### src/rtl/instr_encoder.sv
// RV32I instruction encoder: symbolic fields in, 32-bit machine words out, LI expanded to LUI+ADDI.
// Define ENCODER_RANGE_CHECK_EN to reject out-of-range, misaligned or low-bit-dirty immediates.
module instr_encoder #(
    parameter int ERR_CNT_W = 8
) (
    input  logic                 clk,
    input  logic                 rst_n,
    input  logic                 req_valid,
    output logic                 req_ready,
    input  logic [3:0]           req_class,
    input  logic [2:0]           req_func3,
    input  logic                 req_alt,
    input  logic [4:0]           req_rd,
    input  logic [4:0]           req_rs1,
    input  logic [4:0]           req_rs2,
    input  logic [31:0]          req_imm,
    input  logic [11:0]          req_csr,
    output logic                 out_valid,
    input  logic                 out_ready,
    output logic [31:0]          out_instr,
    output logic                 out_last,
    output logic                 err_valid,
    output logic [ERR_CNT_W-1:0] err_cnt
);

`ifdef ENCODER_RANGE_CHECK_EN
    localparam bit RANGE_CHECK = 1'b1;
`else
    localparam bit RANGE_CHECK = 1'b0;
`endif

    localparam logic [6:0] OP_R      = 7'h33;
    localparam logic [6:0] OP_I      = 7'h13;
    localparam logic [6:0] OP_LOAD   = 7'h03;
    localparam logic [6:0] OP_STORE  = 7'h23;
    localparam logic [6:0] OP_BRANCH = 7'h63;
    localparam logic [6:0] OP_LUI    = 7'h37;
    localparam logic [6:0] OP_AUIPC  = 7'h17;
    localparam logic [6:0] OP_JAL    = 7'h6F;
    localparam logic [6:0] OP_JALR   = 7'h67;
    localparam logic [6:0] OP_SYSTEM = 7'h73;

    typedef enum logic [1:0] {IDLE, HOLD, LI2} state_t;

    state_t                 state, state_next;
    logic [31:0]            instr_q, instr_next;
    logic [31:0]            pend_q, pend_next;
    logic                   last_q, last_next;
    logic                   err_q;
    logic [ERR_CNT_W-1:0]   cnt_q;

    logic [31:0] word0, word1;
    logic        two_beat, class_ok, range_ok, legal, accept;
    logic        fits12, fits13, fits21;
    logic [19:0] li_hi;

    assign fits12 = (req_imm[31:11] == {21{req_imm[11]}});
    assign fits13 = (req_imm[31:12] == {20{req_imm[12]}});
    assign fits21 = (req_imm[31:20] == {12{req_imm[20]}});
    // Rounds the upper part so the sign-extended ADDI low part lands back on imm.
    assign li_hi  = req_imm[31:12] + {19'd0, req_imm[11]};

    always_comb begin
        word0    = '0;
        word1    = '0;
        two_beat = 1'b0;
        class_ok = 1'b1;
        range_ok = 1'b1;
        case (req_class)
            4'd0: begin
                class_ok = !req_alt || (req_func3 == 3'd0) || (req_func3 == 3'd5);
                word0    = {1'b0, req_alt, 5'd0, req_rs2, req_rs1, req_func3, req_rd, OP_R};
            end
            4'd1: begin
                if (req_func3 == 3'd1 || req_func3 == 3'd5) begin
                    range_ok = (req_imm[31:5] == '0);
                    word0    = {1'b0, req_alt, 5'd0, req_imm[4:0], req_rs1, req_func3, req_rd, OP_I};
                end else begin
                    range_ok = fits12;
                    word0    = {req_imm[11:0], req_rs1, req_func3, req_rd, OP_I};
                end
            end
            4'd2: begin
                class_ok = !((req_func3 == 3'd3) || (req_func3 == 3'd6) || (req_func3 == 3'd7));
                range_ok = fits12;
                word0    = {req_imm[11:0], req_rs1, req_func3, req_rd, OP_LOAD};
            end
            4'd3: begin
                class_ok = (req_func3 <= 3'd2);
                range_ok = fits12;
                word0    = {req_imm[11:5], req_rs2, req_rs1, req_func3, req_imm[4:0], OP_STORE};
            end
            4'd4: begin
                class_ok = (req_func3 != 3'd2) && (req_func3 != 3'd3);
                range_ok = fits13 && !req_imm[0];
                word0    = {req_imm[12], req_imm[10:5], req_rs2, req_rs1, req_func3,
                            req_imm[4:1], req_imm[11], OP_BRANCH};
            end
            4'd5, 4'd6: begin
                range_ok = (req_imm[11:0] == '0);
                word0    = {req_imm[31:12], req_rd, (req_class == 4'd5) ? OP_LUI : OP_AUIPC};
            end
            4'd7: begin
                range_ok = fits21 && !req_imm[0];
                word0    = {req_imm[20], req_imm[10:1], req_imm[11], req_imm[19:12], req_rd, OP_JAL};
            end
            4'd8: begin
                class_ok = (req_func3 == 3'd0);
                range_ok = fits12;
                word0    = {req_imm[11:0], req_rs1, 3'd0, req_rd, OP_JALR};
            end
            4'd9: begin
                class_ok = (req_func3 != 3'd0) && (req_func3 != 3'd4);
                word0    = {req_csr, req_rs1, req_func3, req_rd, OP_SYSTEM};
            end
            4'd10: begin
                if (fits12) begin
                    word0 = {req_imm[11:0], 5'd0, 3'd0, req_rd, OP_I};
                end else begin
                    word0    = {li_hi, req_rd, OP_LUI};
                    word1    = {req_imm[11:0], req_rd, 3'd0, req_rd, OP_I};
                    two_beat = (req_imm[11:0] != '0);
                end
            end
            default: class_ok = 1'b0;
        endcase
    end

    assign legal     = class_ok && (range_ok || !RANGE_CHECK);
    assign req_ready = (state == IDLE) || ((state == HOLD) && out_ready);
    assign accept    = req_valid && req_ready;

    always_comb begin
        state_next = state;
        instr_next = instr_q;
        last_next  = last_q;
        pend_next  = pend_q;
        if (accept && legal) begin
            instr_next = word0;
            last_next  = !two_beat;
            pend_next  = word1;
            state_next = two_beat ? LI2 : HOLD;
        end else if (accept) begin
            state_next = ((state == HOLD) && !out_ready) ? HOLD : IDLE;
        end else if (out_ready) begin
            if (state == HOLD) begin
                state_next = IDLE;
            end else if (state == LI2) begin
                instr_next = pend_q;
                last_next  = 1'b1;
                state_next = HOLD;
            end
        end
    end

    always_ff @(posedge clk or negedge rst_n) begin
        if (!rst_n) begin
            state   <= IDLE;
            instr_q <= '0;
            pend_q  <= '0;
            last_q  <= 1'b0;
            err_q   <= 1'b0;
            cnt_q   <= '0;
        end else begin
            state   <= state_next;
            instr_q <= instr_next;
            pend_q  <= pend_next;
            last_q  <= last_next;
            err_q   <= accept && !legal;
            if (accept && !legal && (cnt_q != '1)) begin
                cnt_q <= cnt_q + 1'b1;
            end
        end
    end

    assign out_valid = (state != IDLE);
    assign out_instr = instr_q;
    assign out_last  = last_q;
    assign err_valid = err_q;
    assign err_cnt   = cnt_q;

endmodule
### config.mk
export PLATFORM = sky130hd
export DESIGN_NAME = instr_encoder
export DESIGN_NICKNAME = d
export VERILOG_FILES = /design/src/rtl/instr_encoder.sv
export SDC_FILE = /design/constraint.sdc
export NUM_CORES = 1
export LEC_CHECK = 0
export ABC_AREA = 1
export CAP_MARGIN = 20
export CORE_ASPECT_RATIO = 1.4
export CORE_MARGIN = 2
export CORE_UTILIZATION = 55
export CTS_BUF_LIST = sky130_fd_sc_hd__clkbuf_8
export DETAILED_ROUTE_END_ITERATION = 7
export MAX_ROUTING_LAYER = met4
export PLACE_DENSITY = 0.89
export SYNTH_ARGS = -nofsm -noshare
export SYNTH_HDL_FRONTEND = slang
export SYNTH_SLANG_ARGS = --single-unit
export TNS_END_PERCENT = 20
### constraint.sdc
create_clock -name clk -period 2.1 [get_ports clk]
set_input_delay 0.42 -clock clk [delete_from_list [all_inputs] [get_ports clk]]
set_output_delay 0.42 -clock clk [all_outputs]
set_load 0.05 [all_outputs]
==> run metrics <==
final net count=~960; Max clock buf depth=2; Critical Path Start Type=input pin; XOR/XNOR Fraction of Synth Area=3.37%; Peak supply drop=933 uV; asr flop ratio synth=between 90% and 100%; vias=a little under 6000; final hold vios=0; CP Max Fanout=12; GRT Residual Overflow=0; final setup violation count=3; Clock Skews=approximately 0.0084 ns; EDFF count, synth=0; initial drt markers=917; crit path cell chain=dlygate4sd2_1 -> buf_4 -> nand2_4 -> nor2_1 -> nor2_2 -> nand2_1 -> nor2_4 -> nand3_4 -> nand2_4 -> nand2_2 -> nand2_4 -> inv_4 -> buf_12 -> nor2_2 -> a21oi_2; Worst Path Arrival=roughly 2.4 ns; kind of critical path=in2reg; Synthesized Nets=737; CP max stage cell=dlygate4sd2_1; Rows=38; delay-heaviest family, CP=simple AND/OR/NAND/NOR gates; cell mode on critical path=nand2_4; Pwr Density=~840 mW/mm2; largest family of logic cells by synthesized area=simple AND/OR/NAND/NOR gates; fin crit share=102%; Lkg Pwr=between 3 and 4 nW; Seq cells post-synth=61; layout cell share with drive strength beyond 1=roughly a quarter; drt pass-1 iters=7; die height=110 um; port bufs=~110; Tmin final=2.15 ns; register area share after synthesis=~35%; DRC violations left=0; antenna violations before repair=0; Core Area=slightly below 0.008 mm2; status=finished with violations; first-pass GRT wire length=~29000 um; Crit path buffers/inverters=4; Synth cell types=39; YS warnings=0; Routed WL=slightly below 20000 um; Hold WC Path Type=in2async; adder-cell area share of the yosys netlist=less than 1%; Reg clk slew, reported paths=approximately 0.07 ns; PnR worst setup slack=-0.0462 ns; Ports=between 100 and 150; maxcap violations=0; failing checks=negative setup slack; largest net degree at the start of global routing=62; Root Driver=clkbuf_8; average size of a mapped cell=roughly 6.7 um2; Initial Util=between 50% and 60%; CTS sink cnt=just over 60; Worst setup EP type=flip-flop; H-Tree Depth=3; diodes inserted=0; post-route ant nets=0; Worst Max-Slew Pin Slew=between 0.5 and 0.6 ns; overall power=just under 6 mW; FMAX=between 400 and 500 MHz; Rel. slew slack=63.8%; synth-to-layout area growth=55.7%; die footprint=between 0.008 and 0.009 mm2; RePlAce Congestion=approximately 1.0; routed length per placed instance=19.4 um; simple-gate portion of the synthesized area=about two fifths; hpwl dp=about 13000 um; Worst path max stage delay=approximately 0.27 ns; RSZ-0062 raised after global routing=yes; WHS=0.0703 ns; final-report max-slew violation count=0; Cell Area, Synth=about 0.0044 mm2; final core utilization=88.7%; drt via density=approximately 6; Die X=about 80 um; dominant synthesized flop cell=dfrtp_1; clock buffer count from CTS=9; worst skew pair latency=between 0.3 and 0.4 ns; vias in the first global route=approximately 5900; Mapped Cells=about 660; CP required=roughly 2.3 ns; Synth Area in Compound Gates=approximately 14%; total global-route track usage=a little under half; TritonCTS clock tree=built; multiplexer share of the synthesized area=0%
-- what timing repair did --
action | in CTS | in global routing
hold buffers | 0 | 0
resized for setup | 35 | 41
cloned | 0 | 0
hold endpoints to repair | 0 | 0
pin swaps | 8 | 9
setup endpoints to repair | 61 | 47
setup buffers | 4 | 1
-- sequential cells by signal (all words and copies together) (netlist names) --
name	flops
out_last	1
out_instr	31
err_cnt	8
state	2
err_valid	1
pend_q	18
-- layout make-up --
class | count | area, um2
Fill cell | 409 | 872
Timing Repair Buffer | 235 | 2130
Clock buffer | 13 | 179
Multi-Input combinational cell | 517 | 2670
Tap cell | 100 | 125
Sequential cell | 61 | 1530
Clock inverter | 1 | 5.00
Inverter | 64 | 245
-- cell usage after synthesis, types with 2 or more instances --
| cell type | instances | area share [%] |
|---|---|---|
| inv_1 | 56 | 4.8 |
| buf_6 | 4 | 1.0 |
| nand4_1 | 19 | 2.7 |
| xor2_1 | 12 | 2.4 |
| nand2_2 | 7 | 0.99 |
| a21oi_2 | 9 | 1.8 |
| nand3b_1 | 5 | 0.85 |
| nor2_1 | 79 | 6.7 |
| a21o_1 | 2 | 0.34 |
| nor2_2 | 14 | 2.0 |
| o21ai_0 | 31 | 3.5 |
| clkbuf_1 | 5 | 0.42 |
| a21oi_1 | 18 | 2.0 |
| nand3_1 | 31 | 3.5 |
| o2111ai_1 | 3 | 0.60 |
| a22oi_1 | 7 | 1.2 |
| buf_2 | 5 | 0.57 |
| nor3_1 | 3 | 0.34 |
| buf_4 | 6 | 1.0 |
| o21ai_1 | 4 | 0.45 |
| a31oi_1 | 3 | 0.42 |
| xnor2_1 | 5 | 0.99 |
| o211ai_1 | 2 | 0.34 |
| o22ai_1 | 16 | 2.3 |
| inv_2 | 7 | 0.60 |
| nor2_4 | 3 | 0.76 |
| nand2_4 | 3 | 0.76 |
| dfrtp_1 | 61 | 35 |
| ha_1 | 3 | 0.85 |
| nand2_1 | 231 | 20 |
-- metrics by stage --
stage / worst slack [ns] / cell area [um2] / std cells / setup TNS (ns)
2_1_floorplan: 0.0467 / 4420 / 663 / 0
3_3_place_gp: -0.416 / 6470 / 972 / -21.55
3_5_place_dp: -0.590 / 6470 / 972 / -27.59
4_1_cts: 0.000829 / 6770 / 990 / 0
5_1_grt: -0.0740 / 6880 / 991 / -0.296
6_report: -0.0462 / 6880 / 991 / -0.0640
-- cell usage in the layout, fill, tap and decap left out, types with 9 or more instances in the layout --
| cell type | n |
|---|---|
| o21ai_0 | 22 |
| nand2_1 | 225 |
| xor2_1 | 11 |
| clkdlybuf4s50_1 | 98 |
| clkbuf_8 | 13 |
| dfrtp_1 | 61 |
| o22ai_1 | 15 |
| a21oi_2 | 11 |
| o21ai_1 | 11 |
| nor2_1 | 60 |
| nand2_2 | 9 |
| nor2_2 | 29 |
| nand4_1 | 19 |
| inv_1 | 55 |
| buf_4 | 113 |
| a21oi_1 | 16 |
| nand3_1 | 30 |
-- where the power goes --
part / leakage (nW) / switching [mW] / internal, mW
clock: 0.0974 / 0.453 / 0.542
sequential: 0.797 / 0.284 / 1.46
combinational: 2.56 / 1.95 / 1.07
-- layer usage --
metal | track usage, % | vias to the layer above | part of all wire (%)
met2 | 75.8 | 476 | 49
met4 | 34.6 | 0 | 9.4
li1 | - | 2596 | -
met5 | - | - | 0
met3 | 11.6 | 180 | 8.8
met1 | 44.6 | 2695 | 33
-- cell families (layout without fill, tap and decap cells) --
kind of cell,after synthesis,count (layout)
AND/OR/NAND/NOR,398,398
AO/OA/AOI/OAI,99,99
buffers and inverters,85,313
flip-flops,61,61
XOR/XNOR,17,17
adder cells (fa/ha/maj),3,3
-- final timing paths --
check | end | cells after the start | from | slack, ns
max in group asynchronous | err_cnt[3] | 2 | rst_n | 1.75
setup / recovery | out_instr[30] | 15 | req_class[2] | -0.05
min in group clk | out_instr[3] | 2 | out_instr[3] | 0.50
hold / removal | out_instr[8] | 2 | rst_n | 0.07
setup reg to reg | out_instr[21] | 9 | state[1] | 0.33
hold reg to reg | out_instr[3] | 2 | out_instr[3] | 0.50
Note: power is estimated with default switching activity, not from simulation.
